`config.mk`:
```
export PLATFORM = sky130hd
export DESIGN_NAME = mlp_train_sequencer
export DESIGN_NICKNAME = d
export VERILOG_FILES = /design/src/rtl/mlp_train_sequencer.sv
export SDC_FILE = /design/constraint.sdc
export NUM_CORES = 1
export LEC_CHECK = 0
export BUFFER_PORTS_ARGS = -buffer_cell sky130_fd_sc_hd__buf_2
export CAP_MARGIN = 5
export CORE_AREA = 2 2 171 173
export DETAILED_ROUTE_END_ITERATION = 10
export DIE_AREA = 0 0 173 175
export PLACE_DENSITY = 0.76
export SETUP_SLACK_MARGIN = 0.15
export SLEW_MARGIN = 20
export SYNTH_ARGS = -nofsm -noshare
export SYNTH_HDL_FRONTEND = slang
export SYNTH_SLANG_ARGS = --single-unit
```
`constraint.sdc`:
```
create_clock -name clk -period 10.3 [get_ports clk]
set_clock_uncertainty 0.15 [all_clocks]
set_input_delay 1.545 -clock clk [delete_from_list [all_inputs] [get_ports clk]]
set_output_delay 1.545 -clock clk [all_outputs]
set_load 0.01 [all_outputs]
```
`src/rtl/mlp_train_sequencer.sv`:
```
// Training sequencer: streams a sample store through an MLP, one training window per sample,
// accumulating |expected - prediction| per epoch. Define MLP_EARLY_STOP_EN to stop early on err_threshold.
module mlp_train_sequencer #(
   parameter int inputs        = 2,
   parameter int outputs       = 1,
   parameter int samples       = 4,
   parameter int settle_cycles = 2,
   parameter int epochs        = 1000
) (
   input  logic                                          clk,
   input  logic                                          rst,
   input  logic                                          load_valid,
   input  logic [((samples > 1) ? $clog2(samples) : 1)-1:0] load_addr,
   input  logic [inputs*16-1:0]                          load_values,
   input  logic [outputs*16-1:0]                         load_expected,
   input  logic                                          start,
   input  logic                                          abort,
   input  logic [15:0]                                   lr_in,
   input  logic [15:0]                                   err_threshold,
   output logic [inputs*16-1:0]                          values,
   output logic [outputs*16-1:0]                         expected,
   output logic                                          training,
   output logic [15:0]                                   learning_rate,
   input  logic [outputs*16-1:0]                         prediction,
   output logic                                          busy,
   output logic                                          done,
   output logic [31:0]                                   epoch_count,
   output logic [15:0]                                   epoch_error
);
   localparam int SW = 16;
   localparam int AW = (samples > 1) ? $clog2(samples) : 1;
   localparam int CW = (settle_cycles > 1) ? $clog2(settle_cycles) : 1;
   localparam logic [SW-1:0] SFP_MAX = 16'h7FFF;

   localparam logic [2:0] S_IDLE    = 3'd0;
   localparam logic [2:0] S_APPLY   = 3'd1;
   localparam logic [2:0] S_SETTLE  = 3'd2;
   localparam logic [2:0] S_CAPTURE = 3'd3;
   localparam logic [2:0] S_NEXT    = 3'd4;
   localparam logic [2:0] S_FINISH  = 3'd5;

   logic [inputs*SW-1:0]  feat_mem [samples];
   logic [outputs*SW-1:0] tgt_mem  [samples];

   logic [2:0]             state_q, state_d;
   logic [AW-1:0]          index_q, index_d;
   logic [CW-1:0]          cnt_q, cnt_d;
   logic [SW-1:0]          acc_q, acc_d;
   logic [31:0]            epoch_count_q, epoch_count_d;
   logic [SW-1:0]          epoch_error_q, epoch_error_d;
   logic [SW-1:0]          lr_q, lr_d;
   logic                   training_q, training_d;
   logic [inputs*SW-1:0]   values_q;
   logic [outputs*SW-1:0]  expected_q;

   logic                   load_next;
   logic [AW-1:0]          rd_addr;
   logic                   last_sample;
   logic                   early_stop;
   logic [SW:0]            absdiff [outputs];
   logic [31:0]            err_sum;
   logic [SW-1:0]          acc_sat;

   // Per-output absolute error, done in one extra bit so the subtraction cannot overflow.
   for (genvar gi = 0; gi < outputs; gi++) begin : g_err
      logic signed [SW:0] exp_ext;
      logic signed [SW:0] pred_ext;
      logic signed [SW:0] diff;
      assign exp_ext    = {expected_q[gi*SW+SW-1], expected_q[gi*SW +: SW]};
      assign pred_ext   = {prediction[gi*SW+SW-1], prediction[gi*SW +: SW]};
      assign diff       = exp_ext - pred_ext;
      assign absdiff[gi] = diff[SW] ? -diff : diff;
   end

   always_comb begin
      err_sum = {16'd0, acc_q};
      for (int i = 0; i < outputs; i++) begin
         err_sum = err_sum + {15'd0, absdiff[i]};
      end
      acc_sat = (err_sum > {16'd0, SFP_MAX}) ? SFP_MAX : err_sum[SW-1:0];
   end

   assign last_sample = (index_q == AW'(samples - 1));

`ifdef MLP_EARLY_STOP_EN
   assign early_stop = ($signed(acc_q) < $signed(err_threshold));
`else
   logic unused_thresh;
   assign unused_thresh = ^err_threshold;
   assign early_stop    = 1'b0;
`endif

   always_comb begin
      state_d       = state_q;
      index_d       = index_q;
      cnt_d         = cnt_q;
      acc_d         = acc_q;
      epoch_count_d = epoch_count_q;
      epoch_error_d = epoch_error_q;
      lr_d          = lr_q;
      training_d    = training_q;
      load_next     = 1'b0;
      rd_addr       = index_q;
      case (state_q)
         S_IDLE: begin
            if (start && !abort) begin
               lr_d          = lr_in;
               index_d       = '0;
               epoch_count_d = '0;
               acc_d         = '0;
               rd_addr       = '0;
               load_next     = 1'b1;
               training_d    = 1'b1;
               state_d       = S_APPLY;
            end
         end
         S_APPLY: begin
            cnt_d   = CW'(settle_cycles - 1);
            state_d = S_SETTLE;
         end
         S_SETTLE: begin
            if (cnt_q == '0) begin
               training_d = 1'b0;
               state_d    = S_CAPTURE;
            end else begin
               cnt_d = cnt_q - 1'b1;
            end
         end
         S_CAPTURE: begin
            acc_d   = acc_sat;
            state_d = S_NEXT;
         end
         S_NEXT: begin
            if (last_sample) begin
               epoch_error_d = acc_q;
               epoch_count_d = epoch_count_q + 32'd1;
               acc_d         = '0;
               index_d       = '0;
               if ((epoch_count_q + 32'd1 == 32'(epochs)) || early_stop) begin
                  state_d = S_FINISH;
               end else begin
                  rd_addr    = '0;
                  load_next  = 1'b1;
                  training_d = 1'b1;
                  state_d    = S_APPLY;
               end
            end else begin
               index_d    = index_q + AW'(1);
               rd_addr    = index_q + AW'(1);
               load_next  = 1'b1;
               training_d = 1'b1;
               state_d    = S_APPLY;
            end
         end
         S_FINISH: state_d = S_IDLE;
         default:  state_d = S_IDLE;
      endcase
      // Abort wins over everything, including an epoch rollover in NEXT.
      if (abort && state_q != S_IDLE) begin
         state_d       = S_IDLE;
         training_d    = 1'b0;
         load_next     = 1'b0;
         epoch_count_d = epoch_count_q;
         epoch_error_d = epoch_error_q;
      end
   end

   always_ff @(posedge clk or posedge rst) begin
      if (rst) begin
         state_q       <= S_IDLE;
         index_q       <= '0;
         cnt_q         <= '0;
         acc_q         <= '0;
         epoch_count_q <= '0;
         epoch_error_q <= '0;
         lr_q          <= '0;
         training_q    <= 1'b0;
         values_q      <= '0;
         expected_q    <= '0;
      end else begin
         state_q       <= state_d;
         index_q       <= index_d;
         cnt_q         <= cnt_d;
         acc_q         <= acc_d;
         epoch_count_q <= epoch_count_d;
         epoch_error_q <= epoch_error_d;
         lr_q          <= lr_d;
         training_q    <= training_d;
         if (load_next) begin
            values_q   <= feat_mem[rd_addr];
            expected_q <= tgt_mem[rd_addr];
         end
      end
   end

   // Store is deliberately left out of reset so it survives a mid-run rst.
   always_ff @(posedge clk) begin
      if (load_valid && state_q == S_IDLE && 32'(load_addr) < samples) begin
         feat_mem[load_addr] <= load_values;
         tgt_mem[load_addr]  <= load_expected;
      end
   end

   assign values        = values_q;
   assign expected      = expected_q;
   assign training      = training_q;
   assign learning_rate = lr_q;
   assign busy          = (state_q != S_IDLE);
   assign done          = (state_q == S_FINISH);
   assign epoch_count   = epoch_count_q;
   assign epoch_error   = epoch_error_q;
endmodule

```
==> impl_results.rst, run 1 <==
.. list-table::
   :header-rows: 1

   * - Metric
     - Value
   * - Minimum clock period
     - 6810 ps
   * - RSZ-0062 raised after global routing
     - false
   * - Synthesized instance count
     - 1,257
   * - Clock Root Buffer
     - clkbuf_16
   * - HPWL after DPL
     - 21.2 mm
   * - Post-synth EDFFs
     - 192
   * - WP data required
     - 10,580 ps
   * - Synthesized flop and latch total
     - 327
   * - Clock power share
     - about a quarter
   * - Iteration count of the initial detailed-routing pass
     - 6
   * - Final Hold Slack
     - about 310 ps
   * - Wire length per cell after detailed routing
     - 18.3 µm
   * - Sequential fraction of design power
     - between 30% and 40%
   * - Area growth from synthesis to layout
     - 16.3%
   * - Leakage power of the design
     - approximately 7.9 nW
   * - HP Class
     - flop to flop
   * - Clock sinks
     - between 300 and 400
   * - Final cell area excluding filler cells
     - around 18,000 µm²
   * - H-Tree Level Count
     - 2
   * - Setup TNS Final
     - 0 ps
   * - Hold-critical path endpoint
     - epoch_error[5]
   * - Number of antenna violations at the first check in global routing
     - 5
   * - Vias in the first global route
     - 10.6k
   * - Number of failing setup endpoints in the final timing report
     - 0
   * - Area of the mapped netlist
     - 15,400 µm²
   * - Critical-path maximum fanout
     - 17
   * - Arrival time at the worst endpoint
     - 7090 ps
   * - Highest ir drop seen on vdd
     - about 0.23 mV
   * - CORE AREA
     - around 28,000 µm²
   * - Global-route congestion overflow total
     - 0
   * - Pre-CTS setup slack
     - approximately 3000 ps
   * - Final critical-path share of the clock period
     - about two thirds
   * - # resized after CTS
     - 0
   * - Clock tree from TritonCTS
     - built
   * - Total of max-cap violations
     - 0
   * - Combinational share of power
     - 39.5%
   * - Post-route total power
     - 4.99 mW
   * - Most frequent cell after synthesis
     - edfxtp_1
   * - P per Cell Area
     - 277 nW/µm²
   * - Internal power
     - 3.22 mW
   * - Number of I/O pins
     - 218
   * - Met1 usage in global routing
     - 28.5%
   * - Startpoint of the worst register-to-register path
     - expected[2]
   * - Endpoint class of the critical path
     - flop
   * - Die Y-Extent
     - between 150 and 200 µm
   * - Initial detailed-routing violation count
     - 829
   * - Total routing usage reported by global routing
     - 22.4%
   * - Wire length of the first global-routing pass
     - 54.8 mm
   * - Synth unique cells
     - 66
   * - Most Used Layer, Global Route
     - met2
   * - Relative slew slack
     - 32.0%
   * - Fraction of registers with async set or reset after synthesis
     - 41.3%
   * - Fill cell count
     - 2,218
   * - Reg clk slew, reported paths
     - around 60 ps
   * - Clock latency reported for the late side of the worst-skew pair
     - 520 ps
   * - Die X
     - 173 µm
   * - Net switching component of the power
     - between 1.5 and 2 mW
   * - Avg Inst Size Synth
     - 12.3 µm²
   * - Total length of routed wires
     - 34.0 mm
   * - Post-Synthesis Net Count
     - approximately 1.4k
   * - Slack of the worst reg-to-reg path
     - about 4200 ps
   * - Biggest area consumer among synthesized cells
     - edfxtp_1
   * - Kind of critical path
     - input port to flop
   * - Actual transition at the worst max-transition pin
     - slightly above 1000 ps
   * - Count of cells along the worst register-to-register path
     - 18
   * - Area after DPL
     - 16,800 µm²
   * - Area of the die
     - 30,300 µm²
   * - Outcome
     - complete, no violations
   * - Met3 demand-to-capacity share in global routing
     - around 5.2%
   * - Longest Clk Path Bufs
     - 3
   * - Hold buffer count at cts
     - 0
   * - Proportion of layout cells with a drive suffix above 1
     - 21.6%
   * - Top cells by count, synth
     - 192 x edfxtp_1, 135 x dfrtp_1, 98 x mux2i_1
   * - Global-route track usage on met2
     - 38.3%
   * - Number of cell rows
     - 62
   * - Fraction of post-synthesis cell area in the top cell type by area
     - a little under two fifths
   * - Setup repair bufs after CTS
     - 0
   * - Final routed DRC violation total
     - 0
   * - Fmax achieved
     - 147 MHz
   * - Hold Vio Cnt, Final
     - 0
   * - Max Transition Viols Final
     - 0
   * - Cell types occupying the most area after synthesis
     - edfxtp_1 37%, dfrtp_1 22%, mux2i_1 6.4%, ha_1 3.0%, o221ai_1 2.8%
   * - Seq/Total Area, Yosys
     - 59.2%
   * - TritonCTS buffer count
     - 35
   * - CP startpoint
     - prediction[2]
   * - Number of vias per cell after detailed routing
     - about 5.9
   * - Effective utilization at floorplan
     - 54.4%
   * - Remaining antenna violation count after routing
     - 0
   * - Critical register-to-register path endpoint
     - acc_q[3]
   * - Main flop type after synthesis
     - edfxtp_1
   * - Critical Path Source Type
     - input port
   * - Net total in the final layout
     - 1,584
   * - YS warnings
     - 0
   * - Worst Slack Setup Final
     - 3490 ps
   * - Cell depth of the worst min-delay path
     - 2
   * - Routability cong.
     - 0.869
   * - Net switching share of the total power
     - ~35%
   * - Vias after detailed routing
     - 10.9k
   * - Maximum number of pins on one net before global-route repair
     - 79
   * - Number of port buffers
     - 201
   * - Startpoint of the lowest-slack hold path
     - epoch_error[5]
## stage by stage
| step | utilization (%) | cells |
|---|---|---|
| detailed placement | 59.0 | 1789 |
| floorplan | - | 1257 |
| global placement | 59.0 | 1789 |
| finish | 63.3 | 1856 |
| global route | 63.3 | 1854 |
| CTS | 63.2 | 1853 |
## worst max path at each step
stage,end,slack [ps]
floorplan,acc_q[2],3890
global placement,acc_q[2],3230
detailed placement,acc_q[3],3010
CTS,acc_q[3],3500
global route,acc_q[3],3060
finish,acc_q[3],3490
## power by group through the flow
stage / sequential (mW) / combinational (mW) / clock [mW]
floorplan: 1.80 / 1.45 / 0
global placement: 1.78 / 1.90 / 0
detailed placement: 1.78 / 1.96 / 0
CTS: 1.76 / 1.97 / 1.28
global route: 1.79 / 2.20 / 1.34
finish: 1.76 / 1.97 / 1.26
## cells in the final DEF (no fill, tap or decap), types with 14 or more instances in the layout
| cell type | synthesis | final |
|---|---|---|
| nor3_1 | 16 | 15 |
| dfrtp_1 | 135 | 135 |
| nand4_1 | 16 | 16 |
| buf_2 | 16 | 201 |
| o221ai_1 | 49 | 49 |
| ha_1 | 37 | 37 |
| edfxtp_1 | 192 | 192 |
| nand2b_1 | 58 | 57 |
| nand2_1 | 95 | 94 |
| nand3_1 | 26 | 26 |
| mux2i_1 | 98 | 98 |
| mux2_2 | 17 | 17 |
| clkbuf_16 | 0 | 35 |
| o31ai_1 | 14 | 14 |
| a21oi_1 | 67 | 65 |
| xnor2_1 | 29 | 29 |
| o21ai_0 | 65 | 65 |
| nor2_1 | 55 | 55 |
| inv_1 | 33 | 32 |
| a211oi_1 | 19 | 19 |
## state kept, by name, summed over array words and instances (netlist names), 16 cells and up
| signal | flops |
|---|---|
| tgt_mem | 64 |
| expected | 16 |
| epoch_error | 16 |
| epoch_count | 32 |
| acc_q | 16 |
| values | 32 |
| feat_mem | 128 |
| learning_rate | 16 |
## worst max-delay path, stage by stage
cell      delay, ps
buf_2            70
inv_1            30
ha_1            330
nor2b_1         160
o31a_1          270
o41ai_1         650
a21o_1          230
a211oi_1         70
o31a_1          430
a21oi_1         310
ha_1            290
a211oi_1        300
o211ai_1        180
a41o_1          280
o41ai_1         600
o211ai_1        280
nand4_1         160
o311a_1         540
a211oi_1        120
a21oi_1         220
## logic make-up after synthesis
logic type / synth area share [%]
flip-flops: 59.2
AO/OA/AOI/OAI: 12.5
XOR/XNOR: 2.38
buffers and inverters: 2.92
adder cells (fa/ha/maj): 3.26
multiplexers: 7.59
AND/OR/NAND/NOR: 12.2
## cell type report
cell class / instances / area, µm² / area share (%)
multi-input combinational: 830 / 5900 / 32.9
sequential: 327 / 9140 / 50.9
tap: 384 / 480 / 2.67
clock buffer: 52 / 1030 / 5.73
inverter: 33 / 129 / 0.717
timing repair buffer: 215 / 1110 / 6.20
clock inverter: 12 / 158 / 0.877
antenna: 3 / 7.51 / 0.0418
## layer usage
metal	part of all wire [%]	up-vias	wire [µm]
li1	-	5125	-
met1	42	5348	14300
met2	49	332	16600
met3	6.8	64	2310
met4	2.4	4	804
met5	0.088	-	30
Power figures use the tool's default switching activity.
==> run 2: changes to the inputs <==
Settings changed: CORE_AREA 2 2 171 173 to 2 2 176 178, DIE_AREA 0 0 173 175 to 0 0 178 180, PLACE_DENSITY 0.76 to 0.75.
Clock period 10.3 ns to 6.1 ns, I/O delays scaled along.
==> impl_results.rst, run 2 (synthesis results as in run 1) <==
.. list-table::
   :header-rows: 1

   * - Metric
     - Value
   * - Cell depth of the worst min-delay path
     - 2 (unchanged)
   * - Number of antenna violations at the first check in global routing
     - 6 (+1)
   * - Total routing usage reported by global routing
     - 21.3% (-1.1 points)
   * - Longest Clk Path Bufs
     - 3 (unchanged)
   * - Endpoint class of the critical path
     - flop
   * - Minimum clock period
     - 5410 ps
   * - Count of cells along the worst register-to-register path
     - 19 (+1)
   * - Post-route total power
     - 8.36 mW (+68%)
   * - Global-route congestion overflow total
     - 0 (unchanged)
   * - Internal power
     - 5.41 mW (+68%)
   * - CORE AREA
     - 30,200 µm² (+6.3%)
   * - RSZ-0062 raised after global routing
     - false
   * - Kind of critical path
     - input port to flop
   * - Clock latency reported for the late side of the worst-skew pair
     - 530 ps (about the same)
   * - Final critical-path share of the clock period
     - 88.6%
   * - Area growth from synthesis to layout
     - 16.4% (about the same)
   * - TritonCTS buffer count
     - 36 (+2.9%)
   * - HP Class
     - flop to flop
   * - H-Tree Level Count
     - 2 (unchanged)
   * - Final Hold Slack
     - 319 ps (+4.10 ps)
   * - WP data required
     - 6340 ps (-4240 ps)
   * - Number of port buffers
     - 201 (unchanged)
   * - Remaining antenna violation count after routing
     - 0 (unchanged)
   * - Highest ir drop seen on vdd
     - 0.324 mV (+38%)
   * - Fmax achieved
     - 185 MHz
   * - Combinational share of power
     - 39.7% (+0.2 points)
   * - Outcome
     - complete, no violations
   * - Number of failing setup endpoints in the final timing report
     - 0 (unchanged)
   * - Critical Path Source Type
     - input port
   * - Arrival time at the worst endpoint
     - 5650 ps (-1440 ps)
   * - Total length of routed wires
     - 34.1 mm (+0.32%)
   * - Sequential fraction of design power
     - 35.5% (+0.2 points)
   * - Net switching component of the power
     - 2.96 mW (+68%)
   * - Proportion of layout cells with a drive suffix above 1
     - 21.3% (-0.28 points)
   * - Iteration count of the initial detailed-routing pass
     - 5 (-1)
   * - Hold Vio Cnt, Final
     - 0 (unchanged)
   * - Vias after detailed routing
     - 10.7k (-1.2%)
   * - Reg clk slew, reported paths
     - 50 ps (about the same)
   * - Relative slew slack
     - 40.3% (+8.3 points)
   * - Die X
     - 178 µm (+2.9%)
   * - Number of cell rows
     - 64 (+3.2%)
   * - Effective utilization at floorplan
     - 51.2% (-3.2 points)
   * - Vias in the first global route
     - 10.7k (+0.69%)
   * - Routability cong.
     - 0.867 (-0.21%)
   * - Number of vias per cell after detailed routing
     - 5.74 (-2.1%)
   * - Actual transition at the worst max-transition pin
     - 895 ps (-117 ps)
   * - HPWL after DPL
     - 21.1 mm (-0.60%)
   * - Setup TNS Final
     - 0 ps (unchanged)
   * - Final cell area excluding filler cells
     - 18,000 µm² (about the same)
   * - Clock Root Buffer
     - clkbuf_16
   * - Max FFs per register
     - 128 (unchanged)
   * - Worst Slack Setup Final
     - 695 ps (-2790 ps)
   * - Max Transition Viols Final
     - 0 (unchanged)
   * - Area after DPL
     - 16,800 µm² (+0.40%)
   * - Number of I/O pins
     - 218 (unchanged)
   * - Final routed DRC violation total
     - 0 (unchanged)
   * - Net total in the final layout
     - 1,589 (+0.32%)
   * - Total of max-cap violations
     - 0 (unchanged)
   * - Pre-CTS setup slack
     - 100 ps (-2910 ps)
   * - Largest Register
     - feat_mem
   * - Leakage power of the design
     - 7.89 nW (-0.20%)
   * - Wire length per cell after detailed routing
     - 18.2 µm (-0.59%)
   * - Die Y-Extent
     - 180 µm (+2.9%)
   * - Clock tree from TritonCTS
     - built
   * - P per Cell Area
     - 465 nW/µm² (+68%)
   * - Initial detailed-routing violation count
     - 855 (+3.1%)
   * - Most common library cell in the layout ignoring fill and taps
     - buf_2
   * - Fill cell count
     - 2,464 (+11%)
   * - Critical-path maximum fanout
     - 15 (-2)
   * - Leading registers by flop count
     - feat_mem: 128 flops, tgt_mem: 64 flops
   * - Clock sinks
     - 327 (unchanged)
   * - Clock power share
     - 24.8% (-0.4 points)
   * - Area of the die
     - 32,000 µm² (+5.8%)
   * - Net switching share of the total power
     - 35.4% (about the same)
   * - Wire length of the first global-routing pass
     - 54.9 mm (about the same)
   * - Maximum number of pins on one net before global-route repair
     - 97 (+23%)
   * - Commonest cells after routing, fill and taps aside
     - 201 x buf_2, 192 x edfxtp_1, 135 x dfrtp_1, 98 x mux2i_1, 94 x nand2_1
[run 2: power by group through the flow]
stage,registers [mW],clock network [mW],logic (mW)
after floorplan,3.04,0,2.45
after global placement,2.99,0,3.25
after detailed placement,3.00,0,3.33
after CTS,2.97,2.12,3.35
after global routing,3.01,2.22,3.71
final,2.97,2.08,3.32
[run 2: routing by layer]
layer,track usage [%],vias up,routed length [µm]
met5,0,-,37
met4,7.08,6,982
met3,5.12,67,2230
met2,36.4,296,16900
met1,26.5,5235,13900
li1,-,5139,-
[run 2: area by class of cell]
cell class,instances,area (µm²),share of cell area [%]
diodes,3,7.51,0.0418
inverters,33,129,0.717
repair buffers,219,1150,6.42
clock buffers,54,1020,5.67
clock inverters,11,125,0.696
flip-flops and latches,327,9140,50.9
well taps,396,495,2.76
multi-input cells,830,5910,32.9
[run 2: per-stage QoR]
stage | std cells | utilization (%)
3_3_place_gp | 1805 | 55.7
2_1_floorplan | 1257 | -
4_1_cts | 1870 | 59.5
6_report | 1873 | 59.6
3_5_place_dp | 1805 | 55.7
5_1_grt | 1871 | 59.5
[run 2: critical path, cell delays in order]
cell      delay (ps)
buf_2             80
inv_1             40
ha_1             320
nor2b_1          160
o31a_1           270
o41ai_1          460
a21o_1           210
a211oi_1          60
o31a_1           360
o21bai_1         220
xnor2_1          150
ha_1             330
o21a_1           180
o21a_1           170
a41o_1           260
o41ai_1          280
buf_4            180
o211ai_1         140
o311a_2          490
a211oi_1         280
a21oi_1          100
[run 2: final timing paths]
path / from / end / slack [ps]
setup / recovery: prediction[2] / acc_q[8] / 690
hold / removal: epoch_error[15] / epoch_error[15] / 320
setup reg to reg: expected[2] / acc_q[8] / 740
hold reg to reg: epoch_error[15] / epoch_error[15] / 320
max in group asynchronous: rst / epoch_error[0] / 4170
min in group asynchronous: rst / learning_rate[12] / 460
[run 2: what timing repair did]
action | in CTS | in global routing
buffers inserted | 0 | 0
setup endpoints to repair | 0 | 1
hold buffers | 0 | 0
resized for setup | 0 | 1
